File: src/rtl/bus_txn_scheduler.sv
// ============================================================================
// Module   : bus_txn_scheduler
// Purpose  : Round-robin bus arbiter for three requesters (io, L2 cache,
//            uncached). A winner is chosen in IDLE, confirmed in GRANT, owns
//            the bus in HOLD until it frees it or the hold timer expires,
//            and a one-cycle GAP always separates consecutive owners.
// Revision : 1.0 - initial release
// ============================================================================
`timescale 1ns/1ps
`default_nettype none

module bus_txn_scheduler #(
  parameter int N_REQ   = 3,
  parameter int WN_W    = 4,
  parameter int TIMEOUT = 1024
) (
  input  logic                    clk,
  input  logic                    reset,
  input  logic [N_REQ-1:0]        req,
  input  logic [N_REQ*WN_W-1:0]   req_words,
  input  logic [N_REQ-1:0]        free,
  output logic [N_REQ-1:0]        grant,
  output logic [WN_W-1:0]         word_number,
  output logic                    busy,
  output logic                    timeout_err,
  output logic [1:0]              err_id
);

  // --------------------------------------------------------------------------
  // Constants
  // --------------------------------------------------------------------------
  localparam logic [1:0]  c_idle  = 2'd0;
  localparam logic [1:0]  c_grant = 2'd1;
  localparam logic [1:0]  c_hold  = 2'd2;
  localparam logic [1:0]  c_gap   = 2'd3;

  localparam int          c_cnt_w = 16;
  // Last HOLD cycle index: HOLD lasts TIMEOUT cycles when nobody frees.
  localparam logic [c_cnt_w-1:0] c_term = c_cnt_w'(TIMEOUT - 1);
  localparam logic [2:0]  c_nreq  = 3'(N_REQ);
  // After reset the search starts just past this index, so io wins first.
  localparam logic [1:0]  c_last_rst = 2'(N_REQ - 1);

  // --------------------------------------------------------------------------
  // State
  // --------------------------------------------------------------------------
  logic [1:0]          r_state;
  logic [1:0]          r_last_owner;
  logic [1:0]          r_winner;
  logic [c_cnt_w-1:0]  r_cnt;
  logic [N_REQ-1:0]    r_grant;
  logic                r_busy;
  logic [WN_W-1:0]     r_word_number;
  logic                r_timeout_err;
  logic [1:0]          r_err_id;

  // --------------------------------------------------------------------------
  // Combinational signals
  // --------------------------------------------------------------------------
  logic [N_REQ-1:0]    w_eligible;
  logic                w_any;
  logic [1:0]          w_winner;
  logic [N_REQ-1:0]    w_win_onehot;
  logic [WN_W-1:0]     w_win_words;
  logic                w_owner_free;
  logic                w_term;

  // Index of the k-th candidate in the round-robin search after `last`.
  function automatic logic [1:0] rr_idx(input logic [1:0] last,
                                        input logic [1:0] k);
    logic [2:0] s;
    s = {1'b0, last} + 3'd1 + {1'b0, k};
    if (s >= c_nreq) s = s - c_nreq;
    if (s >= c_nreq) s = s - c_nreq;
    return s[1:0];
  endfunction

  // A requester with a zero word count can never be chosen.
  generate
    for (genvar gi = 0; gi < N_REQ; gi++) begin : g_elig
      assign w_eligible[gi] = req[gi] && (req_words[gi*WN_W +: WN_W] != '0);
    end
  endgenerate

  // Round-robin pick: walk candidates from farthest to nearest so the
  // nearest eligible one (highest priority) is the final assignment.
  always_comb begin
    w_any    = 1'b0;
    w_winner = 2'd0;
    for (int k = N_REQ - 1; k >= 0; k--) begin
      if (w_eligible[rr_idx(r_last_owner, 2'(k))]) begin
        w_any    = 1'b1;
        w_winner = rr_idx(r_last_owner, 2'(k));
      end
    end
  end

  // Decode the registered winner into its one-hot grant and word count.
  always_comb begin
    w_win_onehot = '0;
    w_win_words  = '0;
    for (int i = 0; i < N_REQ; i++) begin
      w_win_onehot[i] = (r_winner == 2'(i));
      if (r_winner == 2'(i)) begin
        w_win_words = req_words[i*WN_W +: WN_W];
      end
    end
  end

  // The grant vector is one-hot on the owner, so masking free with it
  // ignores pulses from anyone else and is zero outside HOLD.
  assign w_owner_free = |(free & r_grant);
  assign w_term       = (r_cnt == c_term);

  // Arbitration FSM with registered grant/busy/word count/error outputs.
  always_ff @(posedge clk or posedge reset) begin
    if (reset) begin
      r_state       <= c_idle;
      r_last_owner  <= c_last_rst;
      r_winner      <= 2'd0;
      r_grant       <= '0;
      r_busy        <= 1'b0;
      r_word_number <= '0;
      r_timeout_err <= 1'b0;
      r_err_id      <= 2'd0;
    end else begin
      r_timeout_err <= 1'b0;
      case (r_state)
        c_idle: begin
          if (w_any) begin
            r_winner <= w_winner;
            r_state  <= c_grant;
          end
        end
        c_grant: begin
          r_last_owner  <= r_winner;
          r_word_number <= w_win_words;
          r_grant       <= w_win_onehot;
          r_busy        <= 1'b1;
          r_state       <= c_hold;
        end
        c_hold: begin
          // A free on the terminal cycle wins: normal release, no error.
          if (w_owner_free) begin
            r_grant <= '0;
            r_busy  <= 1'b0;
            r_state <= c_gap;
          end else if (w_term) begin
            r_grant       <= '0;
            r_busy        <= 1'b0;
            r_timeout_err <= 1'b1;
            r_err_id      <= r_last_owner;
            r_state       <= c_gap;
          end
        end
        c_gap: begin
          r_state <= c_idle;
        end
        default: begin
          r_state <= c_idle;
        end
      endcase
    end
  end

  // Hold timer: cleared on grant, counts HOLD cycles, stops at the terminal
  // count so it can never wrap.
  always_ff @(posedge clk or posedge reset) begin
    if (reset) begin
      r_cnt <= '0;
    end else if (r_state == c_grant) begin
      r_cnt <= '0;
    end else if ((r_state == c_hold) && !w_term) begin
      r_cnt <= r_cnt + 1'b1;
    end
  end

  assign grant       = r_grant;
  assign busy        = r_busy;
  assign word_number = r_word_number;
  assign timeout_err = r_timeout_err;
  assign err_id      = r_err_id;

endmodule

`default_nettype wire

File: config.mk
export PLATFORM = sky130hd
export DESIGN_NAME = bus_txn_scheduler
export DESIGN_NICKNAME = d
export VERILOG_FILES = /design/src/rtl/bus_txn_scheduler.sv
export SDC_FILE = /design/constraint.sdc
export NUM_CORES = 1
export LEC_CHECK = 0
export ABC_CLOCK_PERIOD_IN_PS = 2100
export CAP_MARGIN = 10
export CORE_MARGIN = 2
export CORE_UTILIZATION = 40
export CTS_CLUSTER_SIZE = 28
export DETAILED_ROUTE_END_ITERATION = 7
export PLACE_DENSITY = 0.62
export SLEW_MARGIN = 20
export SYNTH_ARGS = -nofsm -noshare
export SYNTH_HDL_FRONTEND = slang
export SYNTH_SLANG_ARGS = --single-unit
File: constraint.sdc
create_clock -name clk -period 2.1 [get_ports clk]
set_input_delay 0.525 -clock clk [delete_from_list [all_inputs] [get_ports clk]]
set_output_delay 0.525 -clock clk [all_outputs]
set_load 0.005 [all_outputs]
# Word level (Yosys, flattened, before mapping)
# Cells that the tools add are included.
[op_classes]
order_cmp = 12
addsub = 13
bitwise = 2
reduce_logical = 17
muxes = 42
n_eq_ne = 8
[op_table]
columns = ["operator", "n"]
rows = [
  ["16-bit 2-to-1 mux", 2],
  ["3-bit by 2-bit >= comparator with 1-bit output, second input constant", 9],
  ["2-bit 2-to-1 mux", 12],
  ["3-bit 2-to-1 mux", 8],
  ["16-bit by 1-bit adder with 16-bit output, second input constant", 1],
  ["16-bit by 10-bit == test with 1-bit output, second input constant", 1],
  ["4-bit 2-to-1 mux", 3],
  ["4-bit nonzero test", 3],
  ["2-bit subtractor, second input constant", 6],
  ["1-bit 2-to-1 mux", 11],
  ["2-bit by 3-bit less-than comparator with 1-bit output, second input constant", 3],
  ["3-bit by 2-bit subtractor with 3-bit output, second input constant", 3],
  ["2-bit case mux with 4 select lines", 1],
  ["1-bit binary-select mux with 2-bit select", 3],
  ["2-bit == test, second input constant", 3],
  ["3-bit case mux with 2 select lines", 1],
  ["2-bit AND reduction", 3],
  ["2-bit by 1-bit == test with 1-bit output, second input constant", 2],
  ["1-bit logical AND", 4],
  ["2-bit logical NOT", 2],
  ["2-bit nonzero test", 2],
  ["2-bit by 1-bit adder with 3-bit output, second input constant", 1],
  ["3-bit by 1-bit adder with 3-bit output, second input constant", 1],
  ["3-bit by 2-bit adder with 3-bit output, second input constant", 1],
  ["other kinds (8)", 8],
]
[totals]
in_bits = 20
elab_cells = 103
output_inout_bits = 11
register_bits = 33

# Logic depth before layout (Yosys ltp)
# Gate-level depths: netlist of the first run.
[depth]
ltp_word = 14
ltp_mapped = 7
mapped_depth_nobuf = 7

# Least setup slack after synthesis of the first run
# Ideal clock, no wire load.
[synth_path]
path_type = "flip-flop to flip-flop"
startpoint = "reg r_cnt[13]"
endpoint = "reg r_state[1]"
setup_time_ns = 0.125
arrival_ns = 2.027
path_slack_ns = -0.052
n_path_buf = 1
path_stages_with_launch = 7
path_cell_list = "dfrtp_1 -> or4_4 -> or4_4 -> buf_6 -> nand2b_4 -> o31a_4 -> mux2_4"
[synth_via]
elab_chain_len = 3
[synth_rtl]
columns = ["item", "line_no", "text"]
rows = [
  ["from (decl)", "50", "logic [c_cnt_w-1:0] r_cnt;"],
  ["from (signal assigned)", "174", "r_cnt <= r_cnt + 1'b1;"],
  ["16-bit by 10-bit == test with 1-bit output", "113", "assign w_term = (r_cnt == c_term);"],
  ["3-bit != test (no line)", "-", ""],
  ["2-bit AND reduction (no line)", "-", ""],
  ["to (signal assigned)", "118", "r_state <= c_idle;"],
  ["to (signal assigned)", "132", "r_state <= c_grant;"],
  ["to (signal assigned)", "140", "r_state <= c_hold;"],
  ["to (decl)", "47", "logic [1:0] r_state;"],
]
# No other way between the ends.
# A chain may end at the register's enable or synchronous reset.

# Worst setup path after layout of the first run
[layout_path]
startpoint = "in req_words[9]"
endpoint = "reg r_state[1]"
[layout_via]
elab_chain_len = 9
elab_cells_between_ends = 13
[layout_rtl]
columns = ["item", "line_no", "text"]
rows = [
  ["from (decl)", "20", "input logic [N_REQ*WN_W-1:0] req_words,"],
  ["4-bit nonzero test (*)", "81", "assign w_eligible[gi] = req[gi] && (req_words[gi*WN_W +: WN_W] != '0);"],
  ["1-bit logical AND (*)", "81", ""],
  ["1-bit binary-select mux with 2-bit select", "91", "if (w_eligible[rr_idx(r_last_owner, 2'(k))]) begin"],
  ["1-bit 2-to-1 mux (not written as such)", "91", ""],
  ["1-bit 2-to-1 mux (2 in series)", "91", ""],
  ["1-bit 2-to-1 mux (*)", "91", ""],
  ["2-bit != test (no line) (*)", "-", ""],
  ["2-bit AND reduction (no line) (*)", "-", ""],
]
# Every way passes the cells marked *; elsewhere a longest branch is shown, timed or not. The select of a mux whose other input is x is not followed.

==> impl_metrics.tcl, run 1 <==
set metrics [dict create \
    synth_adder_area_share 0.0516 \
    grt_pass1_vias 1599 \
    dr.pass1.iters 6 \
    drt_iter0_drc 55 \
    grt.total_usage 0.190 \
    combPwrFrac 0.503 \
    powerDensity_nw_per_um2 1190 \
    hp-class "flop to flop" \
    overflow 0 \
    yosysTopAreaCell "dfrtp_1" \
    wirelength_um 4500 \
    vias 1660 \
    synth_xor_area_frac 0.0542 \
    routed_via_density 5.29 \
    drive_gt1_frac 0.219 \
    htree_levels 2 \
    io_buffers 30 \
    stdcell_area_um2 2680 \
    setup-violations-final 1 \
    cp_max_fo 3 \
    slowest_stage "o41ai_4" \
    grt_pass1_wl_um 7780 \
    cts_tree "yes" \
    power.share.clock 0.197 \
    dp_hpwl_um 3260 \
    power_frac_seq 0.300 \
    final_common_cell "dfrtp_1" \
    wl_per_cell_um 14.3 \
    die_width_um 73.6 \
    yosys_most_used_dff "dfrtp_1" \
    layout-area-overhead-vs-synth_pct 38.0 \
    cellInternalPower_uw 2040 \
    end_kind "flop" \
    slew_headroom 0.719 \
    gp_congestion 0.890 \
    yosys.area_share.simple 0.196 \
    ir_drop_v 0.000680 \
    synth_warnings 0 \
    setup_tns_ns -0.0580 \
    clock_latency_ns 0.29 \
    min_period_ns 2.16 \
    finish.utilization 0.570 \
    coreArea_um2 4690 \
    maxCapViolations 0 \
    synth_mux_area_frac 0.0510 \
    cp_cell_sequence "dlygate4sd2_1 -> o41ai_4 -> mux2i_1 -> a211o_1 -> o31a_4 -> mux2_4" \
    cts-buffers-inserted 5 \
    top_level_ports 31 \
    required_ns 2.28 \
    synth-seq-cells 33 \
    final_cell_mix "32 x dfrtp_1, 27 x buf_4, 25 x nor2_1, 18 x clkdlybuf4s50_1, 16 x a21oi_1" \
    path_class "primary input to flop" \
    critical_path_arrival_ns 2.34 \
    hold_ws_ns 0.520 \
    rows 25 \
    switching_share 0.361 \
    finClkSkew_ns 0.00662 \
    clk_pin_slew_worst_paths_ns 0.07 \
    synth_top_family_by_area "simple AND/OR/NAND/NOR gates" \
    dieHeight_um 73.6 \
    synth_edf_count 0 \
    drtAntennaViolNets 0 \
    pre_cts_ws_ns -0.577 \
    start_util 0.413 \
    drc_errors 0 \
    timing.final.hold_violations 0 \
    max_freq_ghz 0.463 \
    synthTopCellsByArea "dfrtp_1 41%, ha_1 5.2%, nor2_1 4.8%" \
    synth_cell_type_count 47 \
    cts_root_buffer "clkbuf_8" \
    grt_max_degree 34 \
    fillers 427 \
    grt_setup_unrepaired "yes" \
    synth_compound_area_frac 0.174 \
    fin_ws_ns -0.0580 \
    synthesis.nets 229 \
    async_flop_share 1.00 \
    status "complete, but fails checks" \
    worstMarginPinSlew_ns 0.418 \
    p_switching_uw 1150 \
    syn_area_um2 1940 \
    diodes 0 \
    finalCritPeriodShare 1.03 \
    place_area_um2 2470 \
    maxSlewViolCount 0 \
    yosysSeqAreaShare 0.427 \
    cts.sinks 33 \
    leakage_uw 0.00120 \
    postSynthAreaPerCell_um2 9.64 \
    synth_top_area_share 0.413 \
    final_nets 287 \
    violations "setup timing" \
    synthCells 201 \
    max_stage_delay_ns 0.41 \
    grt_antenna_before_repair 0 \
    fp.dieArea_um2 5420 \
    cts_buffer_depth 2 \
    start_kind "primary input" \
]
-- path summary, 6_finish.rpt --
check	slack, ns	cells past startpoint	from	end
worst min register to register	0.52	2	word_number[0]	word_number[0]
max in group asynchronous	1.15	3	reset	r_last_owner[1]
worst min-delay path	0.52	2	word_number[0]	word_number[0]
worst max register to register	-0.05	6	r_last_owner[1]	r_state[1]
worst max-delay path	-0.06	6	req_words[9]	r_state[1]
min in group asynchronous	0.62	3	reset	r_cnt[4]
-- Yosys cell counts, types with 3 or more instances --
cell type / instances
dfrtp_1: 32
nor2_1: 25
a21oi_1: 16
inv_1: 14
nand3_1: 9
ha_1: 8
o21ai_0: 8
clkbuf_1: 7
nand2_1: 7
nor4_1: 7
xnor2_1: 7
mux2i_1: 5
xor2_1: 5
nand4_1: 4
a22o_1: 3
mux2_2: 3
nor3_1: 3
-- flip-flops by register name (all words and copies together), names as in the netlist --
register	flops
r_cnt	16
word_number	4
grant	3
err_id	2
r_last_owner	2
r_state	2
r_winner	2
busy	1
timeout_err	1
-- per-layer routing --
layer	part of all wire	vias to the layer above	GRT usage
met1	0.49	775	0.258
met3	0.042	10	0.0535
li1	-	844	-
met4	0.023	0	0.0747
met5	0	-	0
met2	0.45	31	0.288
-- critical path: cells and delay by family --
| family | cells | cell delay (ns) |
|---|---|---|
| AOI/OAI and AO/OA | 3 | 1.09 |
| buffers and inverters | 1 | 0.27 |
| muxes | 2 | 0.45 |
-- power groups by stage --
| stage | combinational [uW] | sequential (uW) | clock, uW |
|---|---|---|---|
| 2_1_floorplan | 917 | 905 | 0 |
| 4_1_cts | 1570 | 961 | 649 |
| 3_3_place_gp | 1410 | 965 | 0 |
| 6_report | 1610 | 960 | 630 |
| 3_5_place_dp | 1410 | 966 | 0 |
| 5_1_grt | 1780 | 986 | 672 |
-- cell type report --
cell class,count,area [um^2],area share
Clock buffer,7,86.3,0.0323
Tap cell,54,67.6,0.0253
Multi-Input combinational cell,146,1100,0.411
Sequential cell,33,827,0.309
Timing Repair Buffer,59,512,0.191
Clock inverter,1,30.0,0.0112
Inverter,14,52.6,0.0196
-- cells by family (layout without fill, tap and decap cells) --
logic type,count (synthesis),in the layout
XOR/XNOR,12,12
AO/OA/AOI/OAI,46,46
AND/OR/NAND/NOR,71,71
flip-flops,33,33
multiplexers,9,9
adder cells (fa/ha/maj),8,8
buffers and inverters,22,81
-- repair_timing --
| action | in CTS | in global routing |
|---|---|---|
| pin swaps | 9 | 0 |
| hold endpoints to repair | 0 | 0 |
| gates resized for setup | 25 | 2 |
| setup buffers | 5 | 0 |
| setup endpoints to repair | 4 | 2 |
| hold buffers | 0 | 0 |
-- stage by stage --
step,std cells,power (uW)
6_report,314,3200
3_5_place_dp,301,2380
3_3_place_gp,301,2380
2_1_floorplan,201,1820
5_1_grt,314,3440
4_1_cts,314,3180
(Power assumes the default switching activity.)
==> run 2: changes to the inputs <==
ABC_CLOCK_PERIOD_IN_PS = 1900   (was 2100)
clock period = 1.9 ns   (was 2.1 ns; I/O delays follow)
==> run 2 against run 1 <==
The flow still finishes with violations (setup timing). Wire length is 2.1% higher. Cell area is 6.7% higher. Die area stayed put. Highest routed layer unchanged.
==> impl_metrics.tcl, run 2 (same netlist as run 1, synthesis figures left out) <==
set metrics [dict create \
    status "complete, but fails checks" \
    powerDensity_nw_per_um2 1330 \
    grt_max_degree 34 \
    finalCritPeriodShare 1.09 \
    cp_max_fo 3 \
    wirelength_um 4590 \
    final_nets 304 \
    dp_cells 317 \
    hold_ws_ns 0.506 \
    path_class "flop to flop" \
    finish.utilization 0.608 \
    min_period_ns 2.07 \
    clk_pin_slew_worst_paths_ns 0.08 \
    r2r-start "r_cnt[13]" \
    regMostFlops "r_cnt" \
    r2r_setup_slack_ns -0.17 \
    maxCapViolations 0 \
    cts_tree "yes" \
    end_kind "flop" \
    setup_tns_ns -1.30 \
    finClkSkew_ns 0.00811 \
    top_level_ports 31 \
    io_buffers 30 \
    cts_root_buffer "clkbuf_8" \
    largest_register_ffs 16 \
    met3_length_um 162 \
    layout-area-overhead-vs-synth_pct 47.3 \
    final_common_cell "buf_4" \
    critical_path_arrival_ns 2.24 \
    violations "setup timing" \
    slew_headroom 0.716 \
    crit_start "r_cnt[13]" \
    layout.cells.non_filler 331 \
    routed_via_density 5.22 \
    cts_buffer_depth 2 \
    grt_pass1_vias 1688 \
    place_area_um2 2610 \
    grt_setup_unrepaired "yes" \
    fp.dieArea_um2 5420 \
    drtAntennaViolNets 0 \
    hp-class "flop to flop" \
    clock_latency_ns 0.29 \
    drive_gt1_frac 0.303 \
    ir_drop_v 0.000815 \
    dieHeight_um 73.6 \
    stdcell_area_um2 2850 \
    die_width_um 73.6 \
    drt_iter0_drc 84 \
    gp_congestion 0.767 \
    drc_errors 0 \
    fillers 398 \
    hold_buffers 0 \
    setup.worst_path.end "r_state[1]" \
    cts-buffers-inserted 5 \
    route.met2.wl_um 2130 \
    maxSlewViolCount 0 \
    diodes 0 \
    leakage_uw 0.00128 \
    dp_hpwl_um 3440 \
    overflow 0 \
    grt_pass1_wl_um 7850 \
    start_kind "flop" \
    timing.final.hold_violations 0 \
    setup-violations-final 16 \
    worstMarginPinSlew_ns 0.427 \
    r2r-end "r_state[1]" \
    vias 1729 \
    grt_antenna_before_repair 0 \
    cts.sinks 33 \
    grt.total_usage 0.191 \
    required_ns 2.08 \
    coreArea_um2 4690 \
    start_util 0.413 \
    topRoutingLayerUsed "met4" \
    wl_per_cell_um 13.9 \
    r2r_cells 5 \
    dr.pass1.iters 4 \
    wl_met1_um 2240 \
    final_cell_mix "43 x buf_4, 32 x dfrtp_1, 25 x nor2_1, 18 x clkdlybuf4s50_1, 15 x a21oi_1" \
    max_freq_ghz 0.484 \
    fin_ws_ns -0.167 \
    rows 25 \
    htree_levels 2 \
]
-- run 2: what timing repair did --
action | CTS | global route
pin swaps | 6 | 12
resized for setup | 16 | 16
buffers inserted | 3 | 4
endpoints found under the setup margin | 15 | 20
-- run 2: area by class of cell --
class	count	area, um^2	area share
Clock buffer	5	68.8	0.0241
Tap cell	54	67.6	0.0237
Inverter	14	52.6	0.0184
Timing Repair Buffer	76	643	0.225
Sequential cell	33	827	0.290
Clock inverter	3	46.3	0.0162
Multi-Input combinational cell	146	1150	0.402
-- run 2: metal layers --
layer	GRT usage	up-vias
met1	0.260	812
met3	0.0343	7
met4	0.0667	0
met2	0.304	33
met5	0	-
li1	-	877
-- run 2: how the worst min path moves through the flow --
stage / depth (start not counted) / endpoint / slack [ns] / start
after floorplan: 1 / r_state[0] / 0.49 / r_state[0]
after global placement: 1 / err_id[0] / 0.49 / err_id[0]
after detailed placement: 1 / err_id[0] / 0.50 / err_id[0]
after CTS: 1 / err_id[0] / 0.51 / err_id[0]
after global routing: 1 / err_id[1] / 0.54 / err_id[1]
final: 1 / err_id[1] / 0.51 / err_id[1]
-- run 2: where the power goes --
part	internal, uW	total (uW)	switching [uW]
clock network	392	674	282
logic	1140	2060	923
registers	885	1050	164
-- run 2: critical path, cell delays in order (launching register included) --
cell and delay (ns):
dfrtp_1 0.38, or4_4 0.54, or4_4 0.48, nand2b_4 0.12
o31a_4 0.15, mux2_4 0.28
-- run 2: metrics by stage --
| stage | total power [uW] | setup slack, ns |
|---|---|---|
| after floorplan | 2080 | -0.207 |
| after global placement | 2820 | -0.662 |
| after detailed placement | 2850 | -0.687 |
| after CTS | 3600 | -0.172 |
| after global routing | 4070 | -0.214 |
| final | 3780 | -0.167 |
==> run 3: changes to the inputs <==
SKIP_CTS_REPAIR_TIMING = 1   (was not set)
==> run 3 against run 2 <==
The flow still finishes with violations (setup timing). Hold slack is essentially flat. Cell area grew 1.0%. Clock skew shrank 0.0019 ns. Worst setup slack is essentially flat. Register-to-register slack is essentially flat. Critical endpoint unchanged.
==> impl_metrics.tcl, run 3 (same netlist as run 1, synthesis figures left out) <==
set metrics [dict create \
    status "complete, but fails checks" \
    violations "setup timing" \
    final_nets 302 \
    cp_max_fo 3 \
    ir_drop_v 0.000809 \
    start_util 0.413 \
    die_width_um 73.6 \
    top_level_ports 31 \
    cts_buffer_depth 2 \
    maxCapViolations 0 \
    drt_iter0_drc 48 \
    wl_per_cell_um 14.8 \
    slowest_stage "or4_4" \
    place_area_um2 2610 \
    maxSlewViolCount 0 \
    multi_input_area_um2 1150 \
    grt_use_met2 0.301 \
    stdcell_area_um2 2880 \
    dp_hpwl_um 3440 \
    rows 25 \
    hp-class "flop to flop" \
    drc_errors 0 \
    end_kind "flop" \
    fin_ws_ns -0.167 \
    final_cell_mix "42 x buf_4, 32 x dfrtp_1, 25 x nor2_1, 18 x clkdlybuf4s50_1, 15 x a21oi_1" \
    gp_congestion 0.767 \
    finalCritPeriodShare 1.09 \
    grt_pass1_vias 1690 \
    busiest_layer "met2" \
    final_common_cell "buf_4" \
    min_period_ns 2.07 \
    largest_register_ffs 16 \
    regMostFlops "r_cnt" \
    path_buf_inv 0 \
    worstMarginPinSlew_ns 0.426 \
    cts-buffers-inserted 5 \
    htree_levels 2 \
    max_stage_delay_ns 0.54 \
    finish.utilization 0.614 \
    worst_path_dominant_cell_family "simple AND/OR/NAND/NOR gates" \
    clock_latency_ns 0.29 \
    diodes 0 \
    path_class "flop to flop" \
    setup-violations-final 15 \
    regArea_um2 827 \
    max_freq_ghz 0.484 \
    dieHeight_um 73.6 \
    slew_headroom 0.716 \
    start_kind "flop" \
    grt_max_degree 34 \
    grt_setup_unrepaired "yes" \
    layout-area-overhead-vs-synth_pct 48.7 \
    grt_antenna_before_repair 0 \
    wirelength_um 4860 \
    cp_cell_sequence "or4_4 -> or4_4 -> nand2b_4 -> o31a_4 -> mux2_4" \
    fp.dieArea_um2 5420 \
    required_ns 2.08 \
    grt_use_met3 0.0329 \
    leakage_uw 0.00136 \
    routed_via_density 5.29 \
    cts.sinks 33 \
    dr.pass1.iters 4 \
    clk_pin_slew_worst_paths_ns 0.07 \
    timing.final.hold_violations 0 \
    use_met1 0.261 \
    overflow 0 \
    cts_root_buffer "clkbuf_8" \
    powerDensity_nw_per_um2 1280 \
    finClkSkew_ns 0.00625 \
    critical_path_arrival_ns 2.24 \
    drtAntennaViolNets 0 \
    drive_gt1_frac 0.309 \
    fillers 387 \
    vias 1741 \
    cp_common_cell "or4_4" \
    cts_tree "yes" \
    io_buffers 30 \
    grt.total_usage 0.190 \
    coreArea_um2 4690 \
    grt_pass1_wl_um 7820 \
]
run 3: changes by cell type in the layout (fill, tap and decap cells not counted), sizes merged:
cell / change
dlygate4sd2: -11
dlymetal6s2s: +12
clkdlybuf4s15: -1
buf: -2
run 3: cell type report:
type                       count  area share
clock buffer                   5      0.0239
clock inverter                 3      0.0161
inverter                      14      0.0182
multi-input combinational    146       0.400
sequential                    33       0.287
tap                           54      0.0234
timing repair buffer          74       0.232
run 3: routing by layer:
| metal | vias up | routed length, um |
|---|---|---|
| li1 | 868 | - |
| met1 | 825 | 2280 |
| met2 | 39 | 2320 |
| met3 | 9 | 177 |
| met4 | 0 | 86 |
| met5 | - | 0 |
run 3: path summary, 6_finish.rpt:
check / start / endpoint / slack (ns) / cells after the start
max reg2reg: r_cnt[13] / r_state[1] / -0.17 / 5
max in group asynchronous: reset / r_last_owner[1] / 0.98 / 3
max: r_cnt[13] / r_state[1] / -0.17 / 5
min in group asynchronous: reset / r_cnt[15] / 0.56 / 3
min: err_id[1] / err_id[1] / 0.51 / 1
min reg2reg: err_id[1] / err_id[1] / 0.51 / 1
run 3: worst register-to-register path: stages (launching register included):
cell	delay (ns)
dfrtp_1	0.38
or4_4	0.54
or4_4	0.49
nand2b_4	0.12
o31a_4	0.15
mux2_4	0.28
run 3: stage by stage:
step	hold WS (ns)	setup slack [ns]	TNS (ns)	power (uW)	std cells
floorplan	0.492	-0.207	-0.759	2080	201
global placement	0.492	-0.662	-2.77	2820	317
detailed placement	0.496	-0.687	-2.88	2850	317
CTS	0.512	-0.389	-1.99	3540	325
global route	0.541	-0.221	-2.20	3980	329
finish	0.506	-0.167	-1.02	3690	329
run 3: power breakdown:
part / switching, uW / leakage (uW) / internal, uW
Sequential: 164 / 0.000431 / 885
Clock: 280 / 0.0000543 / 392
Combinational: 900 / 0.000874 / 1070
Total: 1340 / 0.00136 / 2350
